`src/rtl/fetch_stage.sv`:
```
// Instruction fetch: owns the PC, credit-limited in-order imem requests, PC-tagged buffer to decode.
// Zero-wait memory gives id_valid two cycles after the grant; requests stall when buffer+in-flight reach FIFO_DEPTH.
module fetch_stage #(
  parameter logic [31:0] RESET_PC   = 32'h0000_0000,
  parameter int          FIFO_DEPTH = 4
) (
  input  logic        clk,
  input  logic        rst,
  output logic        imem_req,
  output logic [31:0] imem_addr,
  input  logic        imem_gnt,
  input  logic        imem_rvalid,
  input  logic [31:0] imem_rdata,
  input  logic        redirect_valid,
  input  logic [31:0] redirect_pc,
  output logic        id_valid,
  output logic [31:0] id_instr,
  output logic [31:0] id_pc,
  input  logic        id_ready
);

  localparam int AW = $clog2(FIFO_DEPTH);
  localparam int CW = AW + 1;
  localparam int SW = AW + 2;

  typedef enum logic {RUN, DRAIN} state_t;

  state_t          state, state_nxt;
  logic [31:0]     pc;
  logic [CW-1:0]   outstanding, out_nxt, fifo_count;
  logic [AW-1:0]   tag_wr, tag_rd, buf_wr, buf_rd;
  logic [31:0]     tag_mem   [FIFO_DEPTH];
  logic [31:0]     buf_instr [FIFO_DEPTH];
  logic [31:0]     buf_pc    [FIFO_DEPTH];
  logic [SW-1:0]   credit_sum;
  logic            credit_ok, fire, rsp_acc, push, pop;

  assign pop        = id_valid & id_ready;
  assign credit_sum = SW'(fifo_count) + SW'(outstanding) - SW'(pop);
  assign credit_ok  = credit_sum < SW'(FIFO_DEPTH);
  assign fire       = imem_req & imem_gnt;
  // Responses with nothing in flight are protocol errors and are ignored outright.
  assign rsp_acc    = imem_rvalid & (outstanding != '0);
  assign push       = rsp_acc & (state == RUN) & ~redirect_valid;
  assign out_nxt    = outstanding + CW'(fire) - CW'(rsp_acc);

  always_ff @(posedge clk or posedge rst) begin
    if (rst) state <= RUN;
    else     state <= state_nxt;
  end

  always_comb begin
    state_nxt = state;
    case (state)
      RUN:     if (redirect_valid && out_nxt != '0) state_nxt = DRAIN;
      DRAIN:   if (out_nxt == '0) state_nxt = RUN;
      default: state_nxt = RUN;
    endcase
  end

  always_comb begin
    imem_req = ~rst & (state == RUN) & credit_ok;
  end

  always_ff @(posedge clk or posedge rst) begin
    if (rst) begin
      pc          <= RESET_PC;
      outstanding <= '0;
      tag_wr      <= '0;
      tag_rd      <= '0;
      buf_wr      <= '0;
      buf_rd      <= '0;
      fifo_count  <= '0;
    end else begin
      if (redirect_valid) pc <= redirect_pc & ~32'd3;
      else if (fire)      pc <= pc + 32'd4;
      outstanding <= out_nxt;
      // Tag queue is never flushed: dropped responses still retire their tags in order.
      if (fire)    tag_wr <= tag_wr + AW'(1);
      if (rsp_acc) tag_rd <= tag_rd + AW'(1);
      if (redirect_valid) begin
        buf_wr     <= '0;
        buf_rd     <= '0;
        fifo_count <= '0;
      end else begin
        if (push) buf_wr <= buf_wr + AW'(1);
        if (pop)  buf_rd <= buf_rd + AW'(1);
        fifo_count <= fifo_count + CW'(push) - CW'(pop);
      end
    end
  end

  always_ff @(posedge clk) begin
    if (fire) tag_mem[tag_wr] <= pc;
    if (push) begin
      buf_instr[buf_wr] <= imem_rdata;
      buf_pc[buf_wr]    <= tag_mem[tag_rd];
    end
  end

  assign imem_addr = pc;
  assign id_valid  = (fifo_count != '0);
  assign id_instr  = id_valid ? buf_instr[buf_rd] : 32'd0;
  assign id_pc     = id_valid ? buf_pc[buf_rd]    : 32'd0;

endmodule

```
`config.mk`:
```
export PLATFORM = sky130hd
export DESIGN_NAME = fetch_stage
export DESIGN_NICKNAME = d
export VERILOG_FILES = /design/src/rtl/fetch_stage.sv
export SDC_FILE = /design/constraint.sdc
export NUM_CORES = 1
export LEC_CHECK = 0
export CAP_MARGIN = 20
export CORE_MARGIN = 2
export CORE_UTILIZATION = 40
export DETAILED_ROUTE_END_ITERATION = 7
export PLACE_DENSITY = 0.69
export SETUP_SLACK_MARGIN = 0.3
export SYNTH_ARGS = -nofsm -noshare
export SYNTH_HDL_FRONTEND = slang
export SYNTH_SLANG_ARGS = --single-unit
```
`constraint.sdc`:
```
create_clock -name clk -period 3.5 [get_ports clk]
set_input_delay 0.7 -clock clk [delete_from_list [all_inputs] [get_ports clk]]
set_output_delay 0.7 -clock clk [all_outputs]
set_load 0.01 [all_outputs]
```
After elaboration in Yosys (flattened, before gate mapping) --
Memories as Yosys holds them, arrays and structs flattened. Index checks and enable logic that the tools add are counted.
Storage, ports and cells: word-level logic and storage cells 57, bits in writable memories 384, bits in registers 47, memories 3
Memories:
- buf_instr | depth 4, bits a word 32, rd ports 1, clocked after Yosys merged registers in 0, write ports 1, RTL line 33 | logic [31:0] buf_instr [FIFO_DEPTH];
- buf_pc | depth 4, bits a word 32, rd ports 1, clocked after Yosys merged registers in 0, write ports 1, RTL line 34 | logic [31:0] buf_pc [FIFO_DEPTH];
- tag_mem | depth 4, bits a word 32, rd ports 1, clocked after Yosys merged registers in 0, write ports 1, RTL line 32 | logic [31:0] tag_mem [FIFO_DEPTH];
Operators by class: bitwise operators 10, muxes and demuxes 16, reduce and logical (&&, ||, !) cells 8, order comparisons 1, add/subtract/negate cells 11
Operator list (count):
- $mux W32 | 4
- $add A32 B3 Y32 const B | 1
- $reduce_bool A3 Y1 | 3
- $add A2 B1 Y2 const B | 4
- $mux W2 | 4
- $and A1 B1 Y1 | 7
- $add A3 B1 Y3 | 2
- $mux W1 | 6
- $reduce_bool A2 Y1 | 3
- $sub A3 B1 Y3 | 2
- $add A3 B3 Y4 | 1
- $lt A4 B3 Y1 const B | 1
- $sub A4 B1 Y4 | 1
- $logic_not A3 Y1 | 1
- $mux W3 | 1
- $not A1 Y1 | 3
- $pmux W1 S2 | 1
- $logic_and A1 B1 Y1 | 1

Longest topological paths before layout --
depth in word-level cells 12, gate-level depth with buffers 17, gate-level depth less buffers 16

Worst setup path before layout --
OpenSTA, ideal clock, no wires.
path type input to register, start point in id_ready, end point reg state, setup slack -0.434 ns, arrival 3.808 ns, setup time 0.126 ns, cell stages on the path 16, buffers on the path 1, path through nand2b_1 or2_2 ha_1 nand2_1 o311ai_4 mux2i_4 inv_4 buf_4 ha_1 inv_1 ha_1 inv_1 fa_1 xnor2_1 xnor2_1 o32a_1
On the way: cells in the longest elaborated chain, start to end 11
Ends and longest elaborated chain:
- start, declared | RTL line 19 | input logic id_ready
- $and A1 B1 Y1 * | RTL line 38 | assign pop = id_valid & id_ready;
- $sub A4 B1 Y4 * | RTL line 39 | assign credit_sum = SW'(fifo_count) + SW'(outstanding) - SW'(pop);
- $lt A4 B3 Y1 * | RTL line 40 | assign credit_ok = credit_sum < SW'(FIFO_DEPTH);
- $and A1 B1 Y1 * | RTL line 62 | imem_req = ~rst & (state == RUN) & credit_ok;
- $and A1 B1 Y1 * | RTL line 41 | assign fire = imem_req & imem_gnt;
- $add A3 B1 Y3 * | RTL line 45 | assign out_nxt = outstanding + CW'(fire) - CW'(rsp_acc);
- $sub A3 B1 Y3 * | RTL line 45
- net out_nxt[2] | RTL line 30 | logic [CW-1:0] outstanding, out_nxt, fifo_count;
- $reduce_bool A3 Y1 | RTL line 55 | RUN: if (redirect_valid && out_nxt != '0) state_nxt = DRAIN;
- $logic_and A1 B1 Y1 | RTL line 55
- $mux W1 | RTL line 55
- $pmux W1 S2 * | RTL line 54 | case (state)
- net state_nxt | RTL line 28 | state_t state, state_nxt;
- end signal, assigned | RTL line 49 | else state <= state_nxt;
- end, declared | RTL line 28
Mark *: on every way through the listed nets, which the timed path passes. The rest lies on a longest branch. A chain may end at the register's enable or synchronous reset.

Worst setup path in the final report --
start point reg fifo_count[0], end point out imem_req
On the way: cells in the longest elaborated chain, start to end 5
Ends and longest elaborated chain:
- start, declared | RTL line 30
- start signal, assigned | RTL line 88 | fifo_count <= fifo_count + CW'(push) - CW'(pop);
- parallel branches: the longest is 2 deep, another holds $add A3 B3 Y4
- $sub A4 B1 Y4 * | RTL line 39
- $lt A4 B3 Y1 * | RTL line 40
- $and A1 B1 Y1 * | RTL line 62
- end, declared | RTL line 9 | output logic imem_req,
Mark *: on every way between the ends.

==> results.md <==
- Post-synthesis xor/xnor area fraction: 0.629%
- Port bufs: 161
- Status: finished, final reports clean
- DRC Markers: 0
- Post-DP HPWL: 22,000 um
- Post-Synth Simple-Gate Area: 7.69%
- Leading post-synthesis cells by cell area: edfxtp_1 (66%), mux4_2 (12%), dfrtp_1 (6.7%)
- Final Util: 51.6%
- Final hold violation count: 0
- Clk buf depth: 3
- Worst-path clk slew: 0.06 ns
- Reg-to-reg setup timing slack: 0.17 ns
- Inserted Clock Buffers: 43
- Post-Syn Instances: 887
- Static Leak: 7.56 nW
- VDD IR max: 0.506 mV
- Nets: 1,209
- Unrepaired setup endpoints after global routing: true
- Clk root buf: clkbuf_16
- Sw Ratio: 28.0%
- DR WL/cell: 21.2 um
- Mux cell area share after synthesis: 12.6%
- Share of layout cells above drive strength 1: 22.9%
- Asr flop ratio synth: 10.9%
- Largest net degree at the start of global routing: 53
- Hold-fix buffer count after cts: 0
- Placed Instance Area: 19,400 um2
- DR pass1 iterations: 5
- Mapped Avg Cell Area: 18.8 um2
- Total Power: 15.3 mW
- Top Ports: 168
- Clock Sinks: 413
- Total GRT Usage: 16.5%
- Max Slew Vio Count: 0
- Largest area contributor in the netlist: edfxtp_1
- Worst Setup Start Kind: register
- Rows: 74
- Compound-Gate Fraction of Synth Area: 2.70%
- Dominant synthesized flop cell: edfxtp_1
- Via count: 9,010
- Minimum clock period: 3.37 ns
- MaxCap Viol Count: 0
- Post-DRT Antenna Nets: 0
- Placer Congestion: 0.801
- Post-synth EDFFs: 368
- Comb power frac: 31.5%
- Die area: 43,400 um2
- Psw: 4.27 mW
- Fin Hold WS: 0.607 ns
- Setup violations, final: 0
- Via density: 5.36
- DR iter-0 viols: 669
- Setup crit end kind: output port
- Unique masters post-synth: 56
- Period utilization: 96.3%
- Worst Path Max Fanout: 4
- Initial Util: 40.7%
- Post-Layout Inst Area: 21,200 um2
- Dominant combinational cell family by area after synthesis: multiplexers
- Worst reg2reg startpoint: fifo_count[0]
- Crit path DAT: 2.67 ns
- Congestion Overflow GR: 0
- Clock group share of total power: 27.9%
- CTS tree: done
- Least-Margin Pin Slew: 0.830 ns
- Sequential area share after synthesis: 72.9%
- Max-slew headroom at the worst pin: 44.7%
- Register share of total power: 40.6%
- Most common cell in the synthesized netlist: edfxtp_1
- Power density over the cells: 721 nW/um2
- Total routed wirelength: 35,600 um
- Mapped cell area: 16,700 um2
- H-tree depth: 2
- Die height: 208 um
- Hold_sp: buf_wr[1]
- Diodes inserted: 0
- Fillers: 3,298
- CP startpoint: fifo_count[0]
- Die span in x: 208 um
- Synth top area share: 66.1%
- Global-route wire length before repair: 55,000 um
- Number of register bits inferred by synthesis: 413
- Cell internal pwr: 11.0 mW
- Worst Path Required: 2.80 ns
- Warnings, synthesis: 0
- FMAX: 297 MHz
- Most common library cells after synthesis: edfxtp_1 (368), mux4_2 (92), and2_1 (73)
- Number of global-route vias before repair: 9,315
- Worst Hold Class: reg -> reg
- CP Class: reg -> out
- Post-synthesis adder-cell area fraction: 1.44%
- Clk_skew: 0.0122 ns
- Antenna violations before repair: 0
- Area grow syn2layout: 26.7%
- Core area: 41,000 um2
- Clk Latency, worst-skew pair: 0.53 ns
worst max-delay path, cell delays in order (launching register included):
cell	delay, ns
dfrtp_1	0.42
nand2b_4	0.16
or2_4	0.25
ha_4	0.28
nand2_4	0.05
o311ai_4	0.24
buf_4	0.16
mux2_4	0.31
nor3_4	0.12
buf_2	0.15
power by group through the flow:
stage | clock, mW | sequential, mW | combinational (mW)
6_report | 4.26 | 6.20 | 4.81
5_1_grt | 4.56 | 6.24 | 5.22
4_1_cts | 4.37 | 6.20 | 4.74
3_5_place_dp | 0 | 6.35 | 4.45
3_3_place_gp | 0 | 6.33 | 4.40
2_1_floorplan | 0 | 6.11 | 2.76
timing repair:
item	CTS	global route
setup endpoints to repair	61	57
cloned	3	2
buffers inserted	10	18
pin swaps	4	2
resized for setup	17	49
worst paths after layout:
kind	endpoint	depth (start not counted)
max	imem_req	9
min	buf_wr[1]	2
max reg2reg	state	16
min reg2reg	buf_wr[1]	2
max in group asynchronous	imem_addr[14]	4
min in group asynchronous	imem_addr[22]	2
metal layers:
metal  global-route usage [%]  wire length, um
met2                     27.6            17600
met5                        0                0
met1                     22.7            15400
met4                     3.92              534
met3                     2.82             2110
cells by family after synthesis:
group,Yosys count
flip-flops,413
AND/OR/NAND/NOR,209
multiplexers,94
buffers and inverters,76
AO/OA/AOI/OAI,64
adder cells (fa/ha/maj),18
XOR/XNOR,12
other,1
through the flow:
stage | setup WS (ns) | cells | TNS, ns
2_1_floorplan | -0.160 | 890 | -0.160
3_3_place_gp | -0.561 | 1575 | -6.44
3_5_place_dp | -0.595 | 1575 | -8.96
4_1_cts | 0.0407 | 1662 | 0
5_1_grt | 0.0197 | 1682 | 0
6_report | 0.130 | 1682 | 0
final cells by class:
type | count | area, um2 | area share, %
multi-input cells | 401 | 4310 | 20.4
well taps | 532 | 666 | 3.14
inverters | 29 | 111 | 0.526
clock buffers | 58 | 1200 | 5.65
flip-flops and latches | 413 | 12200 | 57.6
clock inverters | 16 | 130 | 0.614
repair buffers | 233 | 2580 | 12.2
state kept, by name, indices dropped and copies added, names as in the netlist:
name,flops
tag_rd,2
buf_rd,2
fifo_count,3
imem_addr,30
buf_wr,2
buf_instr,128
state,1
buf_pc,120
tag_mem,120
outstanding,3
tag_wr,2
layout by cell type, fill, tap and decap left out, types with 4 or more instances in the layout:
master             n
dlygate4sd2_1      9
edfxtp_1         368
or4_1             14
nand2_1           18
and2_1            65
and2_2             4
clkinv_1           8
a31o_1             4
dlymetal6s2s_1    39
o31ai_1           14
conb_1             4
nand4_1           16
clkdlybuf4s50_1  112
nand3_1           12
nor2_1            33
clkbuf_1          12
and2_4             4
clkinv_2           4
buf_16             4
inv_1             24
buf_12            17
dfrtp_1           40
ha_1              13
or3_1              5
xnor2_1            8
a31oi_1           26
and3_1             7
buf_4             46
clkbuf_16         48
o21ai_1            7
mux4_2            92
Note: power is estimated with default switching activity, not from simulation.
